--- src/rtl/microsequencer_stack_pkg.sv ---
// -----------------------------------------------------------------------------
// pa_useq : shared types and helpers for the microcode address sequencer.
//   seq_op_t    - sequencer operation encoding (3 bits)
//   sign_extend - sign-extends the low 'width' bits of a 32-bit value
// -----------------------------------------------------------------------------
package pa_useq;

    typedef enum logic [2:0] {
        BR   = 3'b000,
        CBR  = 3'b001,
        DISP = 3'b010,
        DEC  = 3'b011,
        CALL = 3'b100,
        RET  = 3'b101,
        LOOP = 3'b110,
        LDLP = 3'b111
    } seq_op_t;

    // Bit (width-1) of val is the sign; every bit above it is replaced by it.
    function automatic logic [31:0] sign_extend(input logic [31:0] val,
                                                input int unsigned width);
        logic [31:0] mask_s;
        mask_s = 32'hFFFF_FFFF << width;
        if (val[width-1]) begin
            return val | mask_s;
        end else begin
            return val & ~mask_s;
        end
    endfunction

endpackage

--- src/rtl/microsequencer_stack_return_stack.sv ---
// -----------------------------------------------------------------------------
// useq_return_stack : LIFO return-address stack for micro-subroutines.
//   clk, arst   - clock, asynchronous active-high reset
//   push, pop   - push din / pop top (ignored when full / empty respectively)
//   din, dout   - entry to push, current top of stack (0 when empty)
//   level       - number of occupied entries
//   full, empty - occupancy status
// -----------------------------------------------------------------------------
module useq_return_stack
    import pa_useq::*;
#(
    parameter int DEPTH = 4,
    parameter int W     = 14,
    parameter int LVL_W = $clog2(DEPTH + 1)
) (
    input  logic             clk,
    input  logic             arst,
    input  logic             push,
    input  logic             pop,
    input  logic [W-1:0]     din,
    output logic [W-1:0]     dout,
    output logic [LVL_W-1:0] level,
    output logic             full,
    output logic             empty
);

    localparam int IDX_W = (DEPTH > 1) ? $clog2(DEPTH) : 1;

    logic [W-1:0]     mem_r [DEPTH];
    logic [LVL_W-1:0] level_r;
    logic [LVL_W-1:0] level_m1_s;
    logic [IDX_W-1:0] wr_idx_s;
    logic [IDX_W-1:0] rd_idx_s;

    // Entry 'level' is the next free slot; entry 'level-1' is the top.
    assign level_m1_s = level_r - LVL_W'(1);
    assign wr_idx_s   = level_r[IDX_W-1:0];
    assign rd_idx_s   = level_m1_s[IDX_W-1:0];

    assign full  = (level_r == LVL_W'(DEPTH));
    assign empty = (level_r == {LVL_W{1'b0}});
    assign dout  = empty ? {W{1'b0}} : mem_r[rd_idx_s];
    assign level = level_r;

    // Stack storage and occupancy update.
    always_ff @(posedge clk or posedge arst) begin
        if (arst) begin
            level_r <= {LVL_W{1'b0}};
            for (int i = 0; i < DEPTH; i++) begin
                mem_r[i] <= {W{1'b0}};
            end
        end else if (push && !full) begin
            mem_r[wr_idx_s] <= din;
            level_r         <= level_r + LVL_W'(1);
        end else if (pop && !empty) begin
            level_r <= level_m1_s;
        end
    end

endmodule

--- src/rtl/microsequencer_stack.sv ---
// -----------------------------------------------------------------------------
// microsequencer_stack : next micro-address generator with return stack,
// hardware loop counter, signed branches and a generic condition vector.
//   clk, arst           - clock, asynchronous active-high reset
//   stall               - freeze all state for this cycle
//   seq_op, offset      - operation (pa_useq::seq_op_t) and signed offset
//   cond_sel/invert/vec - condition selection; cond_true is combinational
//   ir                  - opcode for DEC (zero-extended)
//   fetch_addr/trap_addr, dma_req, int_pending - dispatch targets / requests
//   loop_load           - value loaded by LDLP
//   u_address, loop_count, stack_level, stack_ovf, stack_unf - state outputs
// Optional build macro USEQ_TRAP_ON_STACK_ERR_EN: a CALL overflow or RET
// underflow jumps to trap_addr instead of the normal target.
// -----------------------------------------------------------------------------
module microsequencer_stack
    import pa_useq::*;
#(
    parameter int UADDR_W     = 14,
    parameter int OFFSET_W    = 7,
    parameter int IR_W        = 8,
    parameter int NUM_COND    = 16,
    parameter int STACK_DEPTH = 4,
    parameter int LOOP_W      = 8
) (
    input  logic                             clk,
    input  logic                             arst,
    input  logic                             stall,
    input  logic [2:0]                       seq_op,
    input  logic [OFFSET_W-1:0]              offset,
    input  logic [$clog2(NUM_COND)-1:0]      cond_sel,
    input  logic                             cond_invert,
    input  logic [NUM_COND-1:0]              cond_vec,
    input  logic [IR_W-1:0]                  ir,
    input  logic [UADDR_W-1:0]               fetch_addr,
    input  logic [UADDR_W-1:0]               trap_addr,
    input  logic                             dma_req,
    input  logic                             int_pending,
    input  logic [LOOP_W-1:0]                loop_load,
    output logic [UADDR_W-1:0]               u_address,
    output logic                             cond_true,
    output logic [LOOP_W-1:0]                loop_count,
    output logic [$clog2(STACK_DEPTH+1)-1:0] stack_level,
    output logic                             stack_ovf,
    output logic                             stack_unf
);

    localparam int LVL_W = $clog2(STACK_DEPTH + 1);

    logic [UADDR_W-1:0] addr_r;
    logic [UADDR_W-1:0] addr_nxt_s;
    logic [UADDR_W-1:0] off_s;
    logic [UADDR_W-1:0] addr_inc_s;
    logic [UADDR_W-1:0] addr_br_s;
    logic [LOOP_W-1:0]  loop_r;
    logic [LOOP_W-1:0]  loop_nxt_s;
    logic               ovf_r;
    logic               unf_r;
    logic               set_ovf_s;
    logic               set_unf_s;
    logic               push_s;
    logic               pop_s;
    logic [UADDR_W-1:0] stk_dout_s;
    logic               stk_full_s;
    logic               stk_empty_s;

    assign off_s      = UADDR_W'(sign_extend(32'(offset), OFFSET_W));
    assign addr_inc_s = addr_r + UADDR_W'(1);
    assign addr_br_s  = addr_r + off_s;
    assign cond_true  = cond_vec[cond_sel] ^ cond_invert;

    // Next-state decode for every sequencer operation.
    always_comb begin
        addr_nxt_s = addr_inc_s;
        loop_nxt_s = loop_r;
        set_ovf_s  = 1'b0;
        set_unf_s  = 1'b0;
        push_s     = 1'b0;
        pop_s      = 1'b0;
        case (seq_op_t'(seq_op))
            BR: begin
                addr_nxt_s = addr_br_s;
            end
            CBR: begin
                if (cond_true) begin
                    addr_nxt_s = addr_br_s;
                end else begin
                    addr_nxt_s = addr_inc_s;
                end
            end
            DISP: begin
                if (dma_req || int_pending) begin
                    addr_nxt_s = trap_addr;
                end else begin
                    addr_nxt_s = fetch_addr;
                end
            end
            DEC: begin
                addr_nxt_s = UADDR_W'(ir);
            end
            CALL: begin
                if (stk_full_s) begin
                    set_ovf_s = 1'b1;
`ifdef USEQ_TRAP_ON_STACK_ERR_EN
                    addr_nxt_s = trap_addr;
`else
                    addr_nxt_s = addr_br_s;
`endif
                end else begin
                    push_s     = 1'b1;
                    addr_nxt_s = addr_br_s;
                end
            end
            RET: begin
                if (stk_empty_s) begin
                    set_unf_s = 1'b1;
`ifdef USEQ_TRAP_ON_STACK_ERR_EN
                    addr_nxt_s = trap_addr;
`else
                    addr_nxt_s = fetch_addr;
`endif
                end else begin
                    pop_s      = 1'b1;
                    addr_nxt_s = stk_dout_s;
                end
            end
            LOOP: begin
                if (loop_r != {LOOP_W{1'b0}}) begin
                    loop_nxt_s = loop_r - LOOP_W'(1);
                    addr_nxt_s = addr_br_s;
                end else begin
                    addr_nxt_s = addr_inc_s;
                end
            end
            LDLP: begin
                loop_nxt_s = loop_load;
                addr_nxt_s = addr_inc_s;
            end
            default: begin
                addr_nxt_s = addr_inc_s;
            end
        endcase
    end

    // Stall must also freeze the stack, so push/pop are gated here.
    useq_return_stack #(
        .DEPTH (STACK_DEPTH),
        .W     (UADDR_W),
        .LVL_W (LVL_W)
    ) u_stack (
        .clk   (clk),
        .arst  (arst),
        .push  (push_s & ~stall),
        .pop   (pop_s & ~stall),
        .din   (addr_inc_s),
        .dout  (stk_dout_s),
        .level (stack_level),
        .full  (stk_full_s),
        .empty (stk_empty_s)
    );

    // Address, loop counter and sticky error flag registers.
    always_ff @(posedge clk or posedge arst) begin
        if (arst) begin
            addr_r <= {UADDR_W{1'b0}};
            loop_r <= {LOOP_W{1'b0}};
            ovf_r  <= 1'b0;
            unf_r  <= 1'b0;
        end else if (!stall) begin
            addr_r <= addr_nxt_s;
            loop_r <= loop_nxt_s;
            ovf_r  <= ovf_r | set_ovf_s;
            unf_r  <= unf_r | set_unf_s;
        end
    end

    assign u_address  = addr_r;
    assign loop_count = loop_r;
    assign stack_ovf  = ovf_r;
    assign stack_unf  = unf_r;

endmodule
--- config.mk ---
export PLATFORM = sky130hd
export DESIGN_NAME = microsequencer_stack
export DESIGN_NICKNAME = d
export VERILOG_FILES = /design/src/rtl/microsequencer_stack_pkg.sv /design/src/rtl/microsequencer_stack_return_stack.sv /design/src/rtl/microsequencer_stack.sv
export SDC_FILE = /design/constraint.sdc
export NUM_CORES = 1
export LEC_CHECK = 0
export ABC_AREA = 1
export CORE_MARGIN = 1.5
export CORE_UTILIZATION = 58
export CTS_CLUSTER_SIZE = 12
export DETAILED_ROUTE_END_ITERATION = 8
export HOLD_SLACK_MARGIN = 0.1
export PLACE_DENSITY = 0.95
export SYNTH_ARGS = -nofsm -noshare
export SYNTH_HDL_FRONTEND = slang
export SYNTH_SLANG_ARGS = --single-unit
export TNS_END_PERCENT = 20
--- constraint.sdc ---
create_clock -name clk -period 5.9 [get_ports clk]
set_input_delay 1.475 -clock clk [delete_from_list [all_inputs] [get_ports clk]]
set_output_delay 1.475 -clock clk [all_outputs]
set_load 0.005 [all_outputs]
==> impl_metrics.json <==
{
  "setup_viol": 0,
  "postCtsHoldBufs": 0,
  "cts_tree": "yes",
  "multi_input_area_sq_um": 3450,
  "worst_ir_drop_vdd_mv": 0.218,
  "rows": 37,
  "worstPathRequired_ns": 4.43,
  "clockRootBuffer": "clkbuf_8",
  "async_flop_share_pct": 100,
  "numCtsBuffers": 9,
  "dieArea_sq_um": 11100,
  "clock_sinks": 83,
  "wire_per_inst_um": 15.1,
  "chipHeight_um": 105,
  "clock_path_buffers": 2,
  "drc": 0,
  "syn_nets": 1015,
  "start_util_pct": 59.3,
  "core-area_sq_um": 10200,
  "ys_warn_count": 0,
  "end_kind": "output port",
  "yosysUniqueCellTypes": 42,
  "power_mw": 2.92,
  "power_density_nw_per_um2": 395,
  "post_cts_buffers": 0,
  "drive_gt1_share_pct": 5.75,
  "final_common_cell": "nand2_1",
  "p_leak_nw": 3.61,
  "period_minus_slack_ns": 5.11,
  "num-fill-cells": 880,
  "clk_pin_slew_worst_paths_ns": 0.08,
  "utilization_pct": 72.2,
  "fin_setup_tns_ns": 0,
  "netlist_instances": 912,
  "syn-cell-area_sq_um": 6070,
  "fmaxAchievable_mhz": 196,
  "io_pins": 108,
  "cp-start-kind": "input port",
  "avgSynthCellArea_sq_um": 6.66,
  "slew_headroom_pct": 37.9,
  "via_per_inst": 5.69,
  "drt_pre_antenna_iters": 6,
  "fin_nets": 1108,
  "antenna_left": 0,
  "crit_type": "input port to output port",
  "overflow": 0,
  "ys.flop_type": "dfrtp_1",
  "hold_violations": 0,
  "synthToLayoutAreaGrowth_pct": 21.6,
  "wl_um": 17300,
  "fin_crit_sh_pct": 86.7,
  "drt_iter0_markers": 623,
  "final_cell_mix": "nand2_1, o21ai_0, clkdlybuf4s50_1, nor2_1, inv_1",
  "grt_usage_pct": 32.7,
  "status": "finished, final reports clean",
  "ys_seq_area_share_pct": 34.2,
  "die_x_um": 105,
  "worstSkewPairLatency_ns": 0.36,
  "worst_slew_pin_slew_ns": 0.929,
  "antenna_cells": 0,
  "finalMaxSlewViolations": 0,
  "critPathArrivalTime_ns": 3.64,
  "synth_edf_count": 0,
  "rsz0062_at_grt": "no",
  "h-tree-depth": 3,
  "grt_max_degree": 67,
  "post-dp-hpwl_um": 12600,
  "ys_ff_latch": 83,
  "drv_cap": 0,
  "skew_ns": 0.00803,
  "dr_total_vias": 6518,
  "ff_latch_area_sq_um": 2080,
  "grt_pass1_wl_um": 29000,
  "holdCritPathClass": "flip-flop to flip-flop",
  "grt_pass1_vias": 5985,
  "path_max_fanout": 9,
  "gp_congestion": 0.944,
  "cts_resized": 0,
  "antenna_found_initial": 0,
  "io_buffers": 107
}
==> final timing paths <==
| path | to | slack (ns) | startpoint | cells after the start |
|---|---|---|---|---|
| max in group asynchronous | u_stack.mem_r[28] | 3.38 | arst | 3 |
| min | u_stack.mem_r[53] | 0.49 | u_stack.mem_r[53] | 2 |
| max | cond_true | 0.79 | cond_sel[0] | 10 |
| min reg2reg | u_stack.mem_r[53] | 0.49 | u_stack.mem_r[53] | 2 |
| min in group asynchronous | loop_count[0] | 1.39 | arst | 2 |
| max reg2reg | u_address[5] | 2.44 | u_stack.level[0] | 11 |
==> layer usage <==
| metal | vias up | share of wire, % | track usage [%] |
|---|---|---|---|
| li1 | 3175 | - | - |
| met1 | 2939 | 42 | 46.1 |
| met2 | 367 | 45 | 51.3 |
| met3 | 37 | 10 | 5.94 |
| met4 | 0 | 2.4 | 10.4 |
| met5 | - | 0 | 0 |
==> final cells by class <==
cell class	count	area share (%)
clock buffers	10	1.86
clock inverters	5	0.525
flip-flops and latches	83	28.1
multi-input cells	695	46.8
inverters	104	5.41
repair buffers	112	15.0
well taps	136	2.30
==> sequential cells by signal, indices dropped and copies added, names as in the netlist <==
register and flops:
u_stack.level 3, stack_ovf 1, u_address 14, stack_unf 1, u_stack.mem_r 56, loop_count 8
==> metrics by stage <==
stage          instances  setup WS [ns]  hold slack [ns]  instance area, sq um
5_1_grt             1145          0.600            0.504                  7380
3_3_place_gp        1130          0.864            0.461                  7210
2_1_floorplan        912           2.12            0.448                  6070
4_1_cts             1145          0.804            0.485                  7380
3_5_place_dp        1130          0.813            0.465                  7210
6_report            1145          0.786            0.487                  7380
==> logic make-up after synthesis <==
kind of cell / Yosys count / synth area share [%]
buffers and inverters: 134 / 8.91
AOI/OAI and AO/OA: 199 / 17.4
and+or+nand+nor: 460 / 32.8
adders and majority gates: 23 / 4.86
DFF: 83 / 34.2
xor gates and xnor gates: 13 / 1.88
==> synthesized netlist by cell type (5+ instances only) <==
library cell  count  area, sq um
dfrtp_1          83         2080
xor2_1            8         70.1
o21ai_1          15         75.1
nor2_2            5         31.3
xnor2_1           5         43.8
nand3_1          77          385
a21oi_1          49          245
inv_1            91          342
ha_1             22          275
clkbuf_1         13         48.8
o211ai_1          7         52.6
nand3b_1          5         37.5
nor3_1            5         25.0
inv_2            10         37.5
o21ai_0         115          576
nand2_2           8         50.1
buf_2            15         75.1
nor2_1          101          379
nand2_1         235          882
nand4_1          13         81.3
==> power by group <==
| group | internal (mW) | switching [mW] | total [mW] |
|---|---|---|---|
| Sequential | 0.788 | 0.182 | 0.970 |
| Clock | 0.164 | 0.217 | 0.382 |
| Combinational | 0.628 | 0.940 | 1.57 |
==> worst max-delay path: stages <==
cell             delay, ns
clkdlybuf4s50_1       0.72
inv_6                 0.08
nand2_1               0.07
nand2_1               0.04
nand2_1               0.05
nand3_1               0.06
nand3b_1              0.13
nand3_1               0.25
nand2_4               0.22
clkdlybuf4s50_1       0.54
(Power assumes the default switching activity.)
